File: config.mk
export PLATFORM = sky130hd
export DESIGN_NAME = bus_arbiter_flat
export DESIGN_NICKNAME = d
export VERILOG_FILES = /design/src/rtl/bus_arbiter_if.sv /design/src/rtl/bus_arbiter.sv /design/src/flat_wrapper.sv
export SDC_FILE = /design/constraint.sdc
export NUM_CORES = 1
export LEC_CHECK = 0
export BUFFER_PORTS_ARGS = -buffer_cell sky130_fd_sc_hd__buf_2
export CORE_AREA = 2 2 226 228
export DETAILED_ROUTE_END_ITERATION = 8
export DIE_AREA = 0 0 228 230
export PLACE_DENSITY = 0.42
export SYNTH_ARGS = -nofsm -noshare
export SYNTH_HDL_FRONTEND = slang
export SYNTH_SLANG_ARGS = --single-unit
File: constraint.sdc
create_clock -name clk_i -period 6 [get_ports clk_i]
set_input_delay 1.2 -clock clk_i [delete_from_list [all_inputs] [get_ports clk_i]]
set_output_delay 1.2 -clock clk_i [all_outputs]
set_load 0.01 [all_outputs]
File: src/rtl/bus_arbiter_if.sv
// One master's request/grant/read-return port into the two-master bus arbiter.
// The master modport drives requests; the arbiter side uses the slave modport.
interface bus_arbiter_if #(
    parameter int AW = 64,
    parameter int DW = 64
);
    logic          req;
    logic          we;
    logic [AW-1:0] addr;
    logic [DW-1:0] wdata;
    logic          gnt;
    logic          rvalid;
    logic [DW-1:0] rdata;

    modport master (
        output req, we, addr, wdata,
        input  gnt, rvalid, rdata
    );

    modport slave (
        input  req, we, addr, wdata,
        output gnt, rvalid, rdata
    );
endinterface

File: src/rtl/bus_arbiter.sv
// Round-robin arbiter with a bounded burst allowance between two bus masters.
// The winning request is registered onto the bus; read data returns two cycles after grant.
module bus_arbiter #(
    parameter int AW        = 64,
    parameter int DW        = 64,
    parameter int MAX_BURST = 4
) (
    input  logic          clk_i,
    input  logic          rst_i,
    bus_arbiter_if.slave  m0_if,
    bus_arbiter_if.slave  m1_if,
    output logic [AW-1:0] bus_address_o,
    output logic [DW-1:0] bus_write_data_o,
    output logic          bus_write_enable_o,
    output logic          bus_read_enable_o,
    input  logic [DW-1:0] bus_read_data_i
);
    localparam int             CW        = $clog2(MAX_BURST + 1);
    localparam logic [CW-1:0]  BURST_MAX = CW'(MAX_BURST);

    logic          prio_q,      prio_d;
    logic          owner_vld_q, owner_vld_d;
    logic          owner_q,     owner_d;
    logic [CW-1:0] burst_cnt_q, burst_cnt_d;
    logic [AW-1:0] bus_addr_q,  bus_addr_d;
    logic [DW-1:0] bus_wdata_q, bus_wdata_d;
    logic          bus_we_q,    bus_we_d;
    logic          bus_re_q,    bus_re_d;
    logic [1:0]    pend_vld_q,  pend_vld_d;
    logic [1:0]    pend_id_q,   pend_id_d;

    logic          gnt_any;
    logic          gnt_id;
    logic          sel_we;
    logic          rv0;
    logic          rv1;

    // gnt_id is the winning master; only meaningful when gnt_any is high
    always_comb begin
        gnt_any = m0_if.req | m1_if.req;
        gnt_id  = m1_if.req;
        if (m0_if.req && m1_if.req) begin
            if (!owner_vld_q) begin
                gnt_id = prio_q;
            end else if (burst_cnt_q < BURST_MAX) begin
                gnt_id = owner_q;
            end else begin
                gnt_id = ~owner_q;
            end
        end
    end

    assign m0_if.gnt = gnt_any & ~gnt_id;
    assign m1_if.gnt = gnt_any & gnt_id;
    assign sel_we    = gnt_id ? m1_if.we : m0_if.we;

    always_comb begin
        prio_d      = prio_q;
        owner_vld_d = owner_vld_q;
        owner_d     = owner_q;
        burst_cnt_d = burst_cnt_q;
        bus_addr_d  = '0;
        bus_wdata_d = '0;
        bus_we_d    = 1'b0;
        bus_re_d    = 1'b0;
        pend_vld_d  = {pend_vld_q[0], 1'b0};
        pend_id_d   = {pend_id_q[0], gnt_id};
        if (gnt_any) begin
            bus_addr_d    = gnt_id ? m1_if.addr  : m0_if.addr;
            bus_wdata_d   = gnt_id ? m1_if.wdata : m0_if.wdata;
            bus_we_d      = sel_we;
            bus_re_d      = ~sel_we;
            pend_vld_d[0] = ~sel_we;
            if (owner_vld_q && (owner_q == gnt_id)) begin
                if (burst_cnt_q < BURST_MAX) begin
                    burst_cnt_d = burst_cnt_q + 1'b1;
                end
            end else begin
                owner_vld_d = 1'b1;
                owner_d     = gnt_id;
                burst_cnt_d = CW'(1);
                prio_d      = ~gnt_id;
            end
        end else begin
            // an idle cycle ends the burst; the owner keeps its claim to the next tie
            burst_cnt_d = '0;
        end
    end

    always_ff @(posedge clk_i or posedge rst_i) begin
        if (rst_i) begin
            prio_q      <= 1'b0;
            owner_vld_q <= 1'b0;
            owner_q     <= 1'b0;
            burst_cnt_q <= '0;
            bus_addr_q  <= '0;
            bus_wdata_q <= '0;
            bus_we_q    <= 1'b0;
            bus_re_q    <= 1'b0;
            pend_vld_q  <= '0;
            pend_id_q   <= '0;
        end else begin
            prio_q      <= prio_d;
            owner_vld_q <= owner_vld_d;
            owner_q     <= owner_d;
            burst_cnt_q <= burst_cnt_d;
            bus_addr_q  <= bus_addr_d;
            bus_wdata_q <= bus_wdata_d;
            bus_we_q    <= bus_we_d;
            bus_re_q    <= bus_re_d;
            pend_vld_q  <= pend_vld_d;
            pend_id_q   <= pend_id_d;
        end
    end

    assign bus_address_o      = bus_addr_q;
    assign bus_write_data_o   = bus_wdata_q;
    assign bus_write_enable_o = bus_we_q;
    assign bus_read_enable_o  = bus_re_q;

    assign rv0          = pend_vld_q[1] & ~pend_id_q[1];
    assign rv1          = pend_vld_q[1] &  pend_id_q[1];
    assign m0_if.rvalid = rv0;
    assign m1_if.rvalid = rv1;
    assign m0_if.rdata  = rv0 ? bus_read_data_i : '0;
    assign m1_if.rdata  = rv1 ? bus_read_data_i : '0;
endmodule

File: src/flat_wrapper.sv
// flat-port wrapper written by rule: the top's interface ports become plain ports
module bus_arbiter_flat 
#(
    parameter int AW        = 64,
    parameter int DW        = 64,
    parameter int MAX_BURST = 4
)
  (clk_i, rst_i, bus_address_o, bus_write_data_o, bus_write_enable_o, bus_read_enable_o, bus_read_data_i, m0_if_req, m0_if_we, m0_if_addr, m0_if_wdata, m0_if_gnt, m0_if_rvalid, m0_if_rdata, m1_if_req, m1_if_we, m1_if_addr, m1_if_wdata, m1_if_gnt, m1_if_rvalid, m1_if_rdata);
  bus_arbiter_if #(.AW(AW), .DW(DW)) m0_if_i ();
  bus_arbiter_if #(.AW(AW), .DW(DW)) m1_if_i ();
  input  logic clk_i;
  input  logic rst_i;
  output logic [AW-1:0] bus_address_o;
  output logic [DW-1:0] bus_write_data_o;
  output logic bus_write_enable_o;
  output logic bus_read_enable_o;
  input  logic [DW-1:0] bus_read_data_i;
  input wire logic [$bits(m0_if_i.req)-1:0] m0_if_req;
  input wire logic [$bits(m0_if_i.we)-1:0] m0_if_we;
  input wire logic [$bits(m0_if_i.addr)-1:0] m0_if_addr;
  input wire logic [$bits(m0_if_i.wdata)-1:0] m0_if_wdata;
  output wire logic [$bits(m0_if_i.gnt)-1:0] m0_if_gnt;
  output wire logic [$bits(m0_if_i.rvalid)-1:0] m0_if_rvalid;
  output wire logic [$bits(m0_if_i.rdata)-1:0] m0_if_rdata;
  input wire logic [$bits(m1_if_i.req)-1:0] m1_if_req;
  input wire logic [$bits(m1_if_i.we)-1:0] m1_if_we;
  input wire logic [$bits(m1_if_i.addr)-1:0] m1_if_addr;
  input wire logic [$bits(m1_if_i.wdata)-1:0] m1_if_wdata;
  output wire logic [$bits(m1_if_i.gnt)-1:0] m1_if_gnt;
  output wire logic [$bits(m1_if_i.rvalid)-1:0] m1_if_rvalid;
  output wire logic [$bits(m1_if_i.rdata)-1:0] m1_if_rdata;
  assign m0_if_i.req = m0_if_req;
  assign m0_if_i.we = m0_if_we;
  assign m0_if_i.addr = m0_if_addr;
  assign m0_if_i.wdata = m0_if_wdata;
  assign m0_if_gnt = m0_if_i.gnt;
  assign m0_if_rvalid = m0_if_i.rvalid;
  assign m0_if_rdata = m0_if_i.rdata;
  assign m1_if_i.req = m1_if_req;
  assign m1_if_i.we = m1_if_we;
  assign m1_if_i.addr = m1_if_addr;
  assign m1_if_i.wdata = m1_if_wdata;
  assign m1_if_gnt = m1_if_i.gnt;
  assign m1_if_rvalid = m1_if_i.rvalid;
  assign m1_if_rdata = m1_if_i.rdata;
  bus_arbiter #(.AW(AW), .DW(DW), .MAX_BURST(MAX_BURST)) u_core (.clk_i(clk_i), .rst_i(rst_i), .m0_if(m0_if_i), .m1_if(m1_if_i), .bus_address_o(bus_address_o), .bus_write_data_o(bus_write_data_o), .bus_write_enable_o(bus_write_enable_o), .bus_read_enable_o(bus_read_enable_o), .bus_read_data_i(bus_read_data_i));
endmodule
# Word-level counts from Yosys, hierarchy flattened
# Cells that the tools add are included.
# word_totals
inputBits	326
wordCells	42
regBits	140
# op_classes
reduce_logical	3
n_addsub	1
eq_ne	2
n_mux	15
n_lt_le_gt_ge	1
n_bitwise	10
# op_table
op	n
$mux 64	6
$mux 3	3
$mux 1	6
$not 1->1	5
$and 1x1->1	4
$add 3x1->3 const B	1
$lt 3x3->1 const B	1
$ne 3x3->1 const B	1
$logic_and 1x1->1	2
$reduce_and 2->1	1
$eq 1x1->1	1
$or 1x1->1	1

# Depth between registers and ports, before layout
# Gate-level depths: netlist of run 1.
# depth
ltp_word	8
mapped_depth	6
mapped_depth_nobuf	3

# Least setup slack after synthesis of run 1
# No wires, ideal clock.
# synth_timing
path_type	input to output
startpoint	input port m0_if_req
endpoint	output port m0_if_gnt
n_path_buf	3
path_stages	4
arrival_time_ns	1.997
slack_ns	2.803
cell_sequence	buf_2 -> clkbuf_1 -> buf_2 -> o21a_1
# synth_between
elab_chain_cells	4
# synth_rtl
item	line	source
from (decl)	flat_wrapper.sv:18	input wire logic [$bits(m0_if_i.req)-1:0] m0_if_req;
$logic_and 1x1->1	bus_arbiter.sv:42	if (m0_if.req && m1_if.req) begin
$mux 1	bus_arbiter.sv:42	
$not 1->1	bus_arbiter.sv:53	assign m0_if.gnt = gnt_any & ~gnt_id;
$and 1x1->1 *	bus_arbiter.sv:53	
to (decl)	flat_wrapper.sv:22	output wire logic [$bits(m0_if_i.gnt)-1:0] m0_if_gnt;
# Every way passes the cells marked *; elsewhere a longest branch is shown, timed or not.

# Worst setup path after layout of run 1
# layout_timing
startpoint	input port m1_if_req
endpoint	output port m1_if_gnt
# layout_between
elab_chain_cells	3
# layout_rtl
item	line	source
from (decl)	flat_wrapper.sv:25	input wire logic [$bits(m1_if_i.req)-1:0] m1_if_req;
$logic_and 1x1->1	bus_arbiter.sv:42	
$mux 1	bus_arbiter.sv:42	
$and 1x1->1 *	bus_arbiter.sv:54	assign m1_if.gnt = gnt_any & gnt_id;
to (decl)	flat_wrapper.sv:29	output wire logic [$bits(m1_if_i.gnt)-1:0] m1_if_gnt;
# Marks and branches as above.

==> impl_metrics.env, run 1 <==
export IMPL_setup_violations=0
export IMPL_max_freq_mhz=264.1
export IMPL_crit_arrival_ns=2.59
export IMPL_grt_total_usage_pct=16.09
export IMPL_drc=0
export IMPL_drv_cap=0
export IMPL_reg2reg_depth=4
export IMPL_hold_buffers=0
export IMPL_worstMarginPinSlew_ns=1.072
export IMPL_core_um2=49860
export IMPL_ys_ff_latch=139
export IMPL_fin_total_pwr_uw=4139
export IMPL_grt_pass1_vias=9776
export IMPL_synthFlopType="dfrtp_1"
export IMPL_cp_max_fo=73
export IMPL_final_nets=1777
export IMPL_numCtsBuffers=17
export IMPL_rsz0062_at_grt="no"
export IMPL_dieArea_um2=52440
export IMPL_holdPathStages=0
export IMPL_pre_cts_ws_ns=2.168
export IMPL_max_stage_delay_ns=0.61
export IMPL_wl_per_cell_um=20.45
export IMPL_fin_crit_sh_pct=63.11
export IMPL_die_h_um=230
export IMPL_finalSetupTns_ns=0
export IMPL_grt_ovfl_total=0
export IMPL_final_cell_mix="buf_2 (585), dfrtp_1 (137), a21oi_1 (134), nand3b_1 (132), a221o_1 (130)"
export IMPL_n_fill_cell=5519
export IMPL_cts_sinks=139
export IMPL_tritoncts="built"
export IMPL_cts_resized=0
export IMPL_final_core_util_pct=25.47
export IMPL_crit_required_ns=4.80
export IMPL_syn_area_um2=8736
export IMPL_powerDensity_nw_per_um2=325.9
export IMPL_dr_first_iter_drc_count=656
export IMPL_syn_area_per_cell_um2=9.138
export IMPL_start_kind="input port"
export IMPL_grt_max_degree=109
export IMPL_min_from="u_core.pend_id_q[0]$_DFF_PP0_"
export IMPL_hold_path_class="flip-flop to flip-flop"
export IMPL_cp_cell_sequence="buf_4 > inv_1 > a21oi_1 > buf_2"
export IMPL_rows=82
export IMPL_synth_edf_count=0
export IMPL_portBuffers=587
export IMPL_slew_headroom_pct=28.52
export IMPL_htree_levels=4
export IMPL_ios=588
export IMPL_cts_root_buffer="clkbuf_16"
export IMPL_crit_type="input port to primary output"
export IMPL_use_met1_pct=19.64
export IMPL_antenna_found_initial=12
export IMPL_cts_buffer_depth=2
export IMPL_peakVddDrop_v=0.0001714
export IMPL_drv_slew=0
export IMPL_area_growth_pct=45.40
export IMPL_routed_wl_mm=43.84
export IMPL_synth_cell_types=31
export IMPL_layout_commonest_cell="buf_2"
export IMPL_finalWorstSetupSlack_ns=2.213
export IMPL_yosysWarnings=0
export IMPL_grtUsageMet2_pct=26.46
export IMPL_grt_pass1_wl_mm=64.23
export IMPL_fin_skew_ns=0.01762
export IMPL_post_cts_buffers=0
export IMPL_period_minus_slack_ns=3.787
export IMPL_critPathSlowestCell="buf_4"
export IMPL_dp_hpwl_mm=30.51
export IMPL_grt_most_used_layer="met2"
export IMPL_status="finished, final reports clean"
export IMPL_grtUsageMet3_pct=4.973
export IMPL_p_leak_uw=0.006164
export IMPL_end_kind="primary output"
export IMPL_die_x_um=228
export IMPL_ys_async_sr_fraction_pct=100.0
export IMPL_gp_congestion=0.8573
export IMPL_ys_seq_area_share_pct=39.82
export IMPL_clkLatencyLatePin_ns=0.48
export IMPL_critical_path_reg2reg_endpoint="u_core.bus_address_o[44]$_DFF_PP0_"
export IMPL_timing_rr_start="u_core.owner_vld_q$_DFFE_PP0P_"
export IMPL_syn_inst=956
export IMPL_layout_drive_gt1_share_pct=44.02
export IMPL_timing_hold_ws_ns=0.3579
export IMPL_drtPass1Iterations=5
export IMPL_floorplan_initialDensity_pct=17.52
export IMPL_hold_path_end="u_core.pend_id_q[1]$_DFF_PP0_"
export IMPL_vias_per_cell=4.706
export IMPL_hold_viol=0
export IMPL_detail_route_antenna_nets=0
export IMPL_synth_nets=1283
export IMPL_dr_total_vias=10090
export IMPL_clk_pin_slew_ns=0.06
export IMPL_reg2reg_setup_slack_ns=3.47
[layout make-up]
type	count	area [um^2]	share of cell area (%)
antenna	9	22.52	0.1773
multi-input combinational	682	4661	36.69
clock buffer	19	452.9	3.566
sequential	139	3486	27.44
clock inverter	13	132.6	1.044
tap	672	840.8	6.619
inverter	7	31.28	0.2463
timing repair buffer	603	3075	24.21
[critical path: cells and delay by family]
kind,cells,cell delay (ns)
AOI/OAI and AO/OA,1,0.23
buffers and inverters,3,1.07
[power breakdown]
| group | internal (uW) | total [uW] | switching [uW] |
|---|---|---|---|
| combinational | 734 | 1740 | 1010 |
| clock | 601 | 1110 | 513 |
| sequential | 1160 | 1280 | 121 |
[synth_stat cells, types with 4 or more instances]
| cell type | number | area, um^2 |
|---|---|---|
| dfrtp_1 | 139 | 3478 |
| nand3_1 | 129 | 645.6 |
| buf_2 | 21 | 105.1 |
| buf_1 | 10 | 37.54 |
| a221o_1 | 130 | 1301 |
| a21oi_1 | 134 | 670.6 |
| and2_1 | 65 | 406.6 |
| and3_1 | 64 | 400.4 |
| inv_1 | 7 | 26.28 |
| buf_6 | 12 | 135.1 |
| nor2b_1 | 4 | 25.02 |
| clkbuf_1 | 84 | 315.3 |
| nand3b_1 | 132 | 991.0 |
[logic make-up (layout without fill, tap and decap cells)]
kind of cell    count (synthesis)  in the layout  synth area share [%]
other cells                     0              9                     0
flops                         139            139                 39.82
compound gates                274            274                 23.52
xor+xnor                        1              1                0.1862
mux                             4              4                0.4726
simple gates                  402            402                 28.69
fa+ha+maj                       1              1                0.1432
buf+inv                       135            642                 7.176
[metrics by stage]
step,instances,cell area (um^2)
2_1_floorplan,956,8736
3_3_place_gp,2103,12090
3_5_place_dp,2103,12090
4_1_cts,2135,12680
5_1_grt,2144,12700
6_report,2144,12700
[metal layers]
layer	routed length, um	share of wire [%]
met5	34	0.078
met4	1139	2.6
met3	3005	6.9
met2	21600	49
met1	18050	41
[state kept, by name, summed over array words and instances (netlist names)]
register,cells
u_core.bus_address_o,64
u_core.pend_id_q,2
u_core.pend_vld_q,2
u_core.burst_cnt_q,3
u_core.owner_vld_q,1
u_core.owner_q,1
u_core.prio_q,1
u_core.bus_write_data_o,64
u_core.bus_write_enable_o,1
[worst max path at each step]
| stage | endpoint | start | slack [ns] | cells after the start |
|---|---|---|---|---|
| global route | m0_if_gnt | m1_if_req | 2.11 | 4 |
| finish | m1_if_gnt | m1_if_req | 2.21 | 4 |
| detailed placement | m1_if_gnt | m1_if_req | 2.17 | 4 |
| global placement | m1_if_gnt | m1_if_req | 2.15 | 4 |
| floorplan | u_core.burst_cnt_q[0]$_DFFE_PP0P_ | rst_i | 1.08 | 1 |
| CTS | m1_if_gnt | m1_if_req | 2.16 | 4 |
No activity file was read; power rests on OpenSTA's default activity.
==> run 2: changes to the inputs <==
clock period = 3.6 ns   (was 6 ns; I/O delays follow)
==> run 2 against run 1 <==
  * Final cell count is 0.33% higher
  * Sequential share of layout area is 0.26 points lower
  * Register-to-register slack worse by 2.3 ns
  * Sequential power is 68% higher
  * Critical endpoint unchanged
  * Routed wire length is 6.3% higher
==> impl_metrics.env, run 2 (synthesis gave the netlist of run 1 again) <==
export IMPL_routed_wl_mm=46.61
export IMPL_rsz0062_at_grt="no"
export IMPL_hold_buffers=0
export IMPL_clk_pin_slew_ns=0.07
export IMPL_layout_drive_gt1_share_pct=44.10
export IMPL_tritoncts="built"
export IMPL_cts_resized=0
export IMPL_final_area_um2=12820
export IMPL_start_kind="input port"
export IMPL_cp_cell_sequence="buf_4 > buf_4 > a21oi_1 > buf_2"
export IMPL_slew_headroom_pct=35.07
export IMPL_detail_route_antenna_nets=0
export IMPL_setup_violations=0
export IMPL_die_x_um=228
export IMPL_peakVddDrop_v=0.0002985
export IMPL_internal_power_uw=4256
export IMPL_drv_slew=0
export IMPL_grt_pass1_wl_mm=66.71
export IMPL_place_area_um2=12180
export IMPL_cts_buffer_depth=2
export IMPL_end_kind="primary output"
export IMPL_swShare_pct=39.58
export IMPL_worstMarginPinSlew_ns=0.9739
export IMPL_rows=82
export IMPL_cp_max_fo=73
export IMPL_hold_path_class="input port to asynchronous set/reset pin"
export IMPL_cts_sinks=139
export IMPL_hold_viol=0
export IMPL_dieArea_um2=52440
export IMPL_numCtsBuffers=17
export IMPL_grt_ovfl_total=0
export IMPL_gp_congestion=0.9239
export IMPL_crit_required_ns=2.88
export IMPL_crit_top_cell="buf_4"
export IMPL_grt_pass1_vias=9898
export IMPL_die_h_um=230
export IMPL_drc=0
export IMPL_final_nets=1779
export IMPL_p_leak_uw=0.006215
export IMPL_dp_hpwl_mm=32.92
export IMPL_vias_per_cell=4.751
export IMPL_crit_type="input port to primary output"
export IMPL_clkLatencyLatePin_ns=0.48
export IMPL_max_stage_delay_ns=0.69
export IMPL_post_cts_buffers=0
export IMPL_drtPass1Iterations=5
export IMPL_fin_skew_ns=0.01812
export IMPL_antenna_found_initial=21
export IMPL_p_seq_share_pct=30.5
export IMPL_status="finished, final reports clean"
export IMPL_fin_crit_sh_pct=76.72
export IMPL_clockPowerShare_pct=27.6
export IMPL_drv_cap=0
export IMPL_core_um2=49860
export IMPL_grt_total_usage_pct=16.98
export IMPL_layout_commonest_cell="buf_2"
export IMPL_dr_first_iter_drc_count=608
export IMPL_portBuffers=587
export IMPL_period_minus_slack_ns=2.762
export IMPL_critPathBufInv=3
export IMPL_crit_family="buffers and inverters"
export IMPL_area_growth_pct=46.79
export IMPL_max_freq_mhz=362.1
export IMPL_grt_max_degree=173
export IMPL_ios=588
export IMPL_switchingPower_uw=2788
export IMPL_powerDensity_nw_per_um2=549.3
export IMPL_wl_per_cell_um=21.67
export IMPL_finalSetupTns_ns=0
export IMPL_crit_arrival_ns=2.04
export IMPL_pwr_share_comb_pct=41.9
export IMPL_critPathSlowestCell="buf_4"
export IMPL_floorplan_initialDensity_pct=17.52
export IMPL_cts_root_buffer="clkbuf_16"
export IMPL_htree_levels=4
export IMPL_dr_total_vias=10220
export IMPL_final_cell_mix="buf_2 (585), dfrtp_1 (137), a21oi_1 (134), nand3b_1 (132), a221o_1 (130)"
-- run 2: cell count changes in the layout (fill, tap and decap cells not counted), sizes merged --
cell / change
diode: +5
clkinv: -4
inv: +4
buf: +2
bufinv: +1
clkbuf: -1
-- run 2: final timing paths --
kind / start / endpoint / slack (ns) / depth (start not counted)
max: m0_if_req / m1_if_gnt / 0.84 / 4
min: rst_i / u_core.bus_address_o[3]$_DFF_PP0_ / 0.35 / 2
max reg2reg: u_core.owner_vld_q$_DFFE_PP0P_ / u_core.bus_address_o[48]$_DFF_PP0_ / 1.18 / 4
min reg2reg: u_core.pend_id_q[0]$_DFF_PP0_ / u_core.pend_id_q[1]$_DFF_PP0_ / 0.35 / 0
max in group asynchronous: rst_i / u_core.prio_q$_DFFE_PP0P_ / 2.39 / 3
min in group clk_i: u_core.pend_id_q[0]$_DFF_PP0_ / u_core.pend_id_q[1]$_DFF_PP0_ / 0.35 / 0
-- run 2: per-layer routing --
metal	track usage (%)	part of all wire [%]	up-vias
li1	-	-	4648
met1	19.67	39	5076
met2	29.10	51	433
met3	4.291	6.3	61
met4	8.476	3.2	2
met5	0	0.028	-
-- run 2: cell type report --
cell class / count / area (um^2)
antenna: 14 / 35.03
clock inverter: 14 / 173.9
inverter: 7 / 30.03
clock buffer: 18 / 439.2
timing repair buffer: 605 / 3153
fill: 5473 / 37040
sequential: 139 / 3486
multi-input combinational: 682 / 4666
tap: 672 / 840.8
-- run 2: worst register-to-register path, cell delays in order, from the launching register on --
cell	delay, ns
dfrtp_4	0.62
nand2_1	0.16
o2bb2ai_4	0.64
buf_12	0.41
a221o_1	0.53
-- run 2: power groups by stage --
stage / Sequential (uW) / Clock [uW] / Combinational (uW)
6_report: 2150 / 1950 / 2950
4_1_cts: 2150 / 2030 / 2990
3_3_place_gp: 2180 / 0 / 2950
5_1_grt: 2190 / 2080 / 3200
3_5_place_dp: 2180 / 0 / 2990
2_1_floorplan: 2260 / 0 / 1660
-- run 2: stage by stage --
step | util, % | setup WS [ns] | cells | power [uW] | hold slack (ns)
floorplan | - | 1.145 | 956 | 3915 | 0.3312
global placement | 24.42 | 0.7742 | 2105 | 5129 | 0.3354
detailed placement | 24.42 | 0.7801 | 2105 | 5164 | 0.3355
CTS | 25.65 | 0.7722 | 2137 | 7175 | 0.3293
global route | 25.72 | 0.7205 | 2151 | 7466 | 0.3607
finish | 25.72 | 0.8382 | 2151 | 7044 | 0.3489
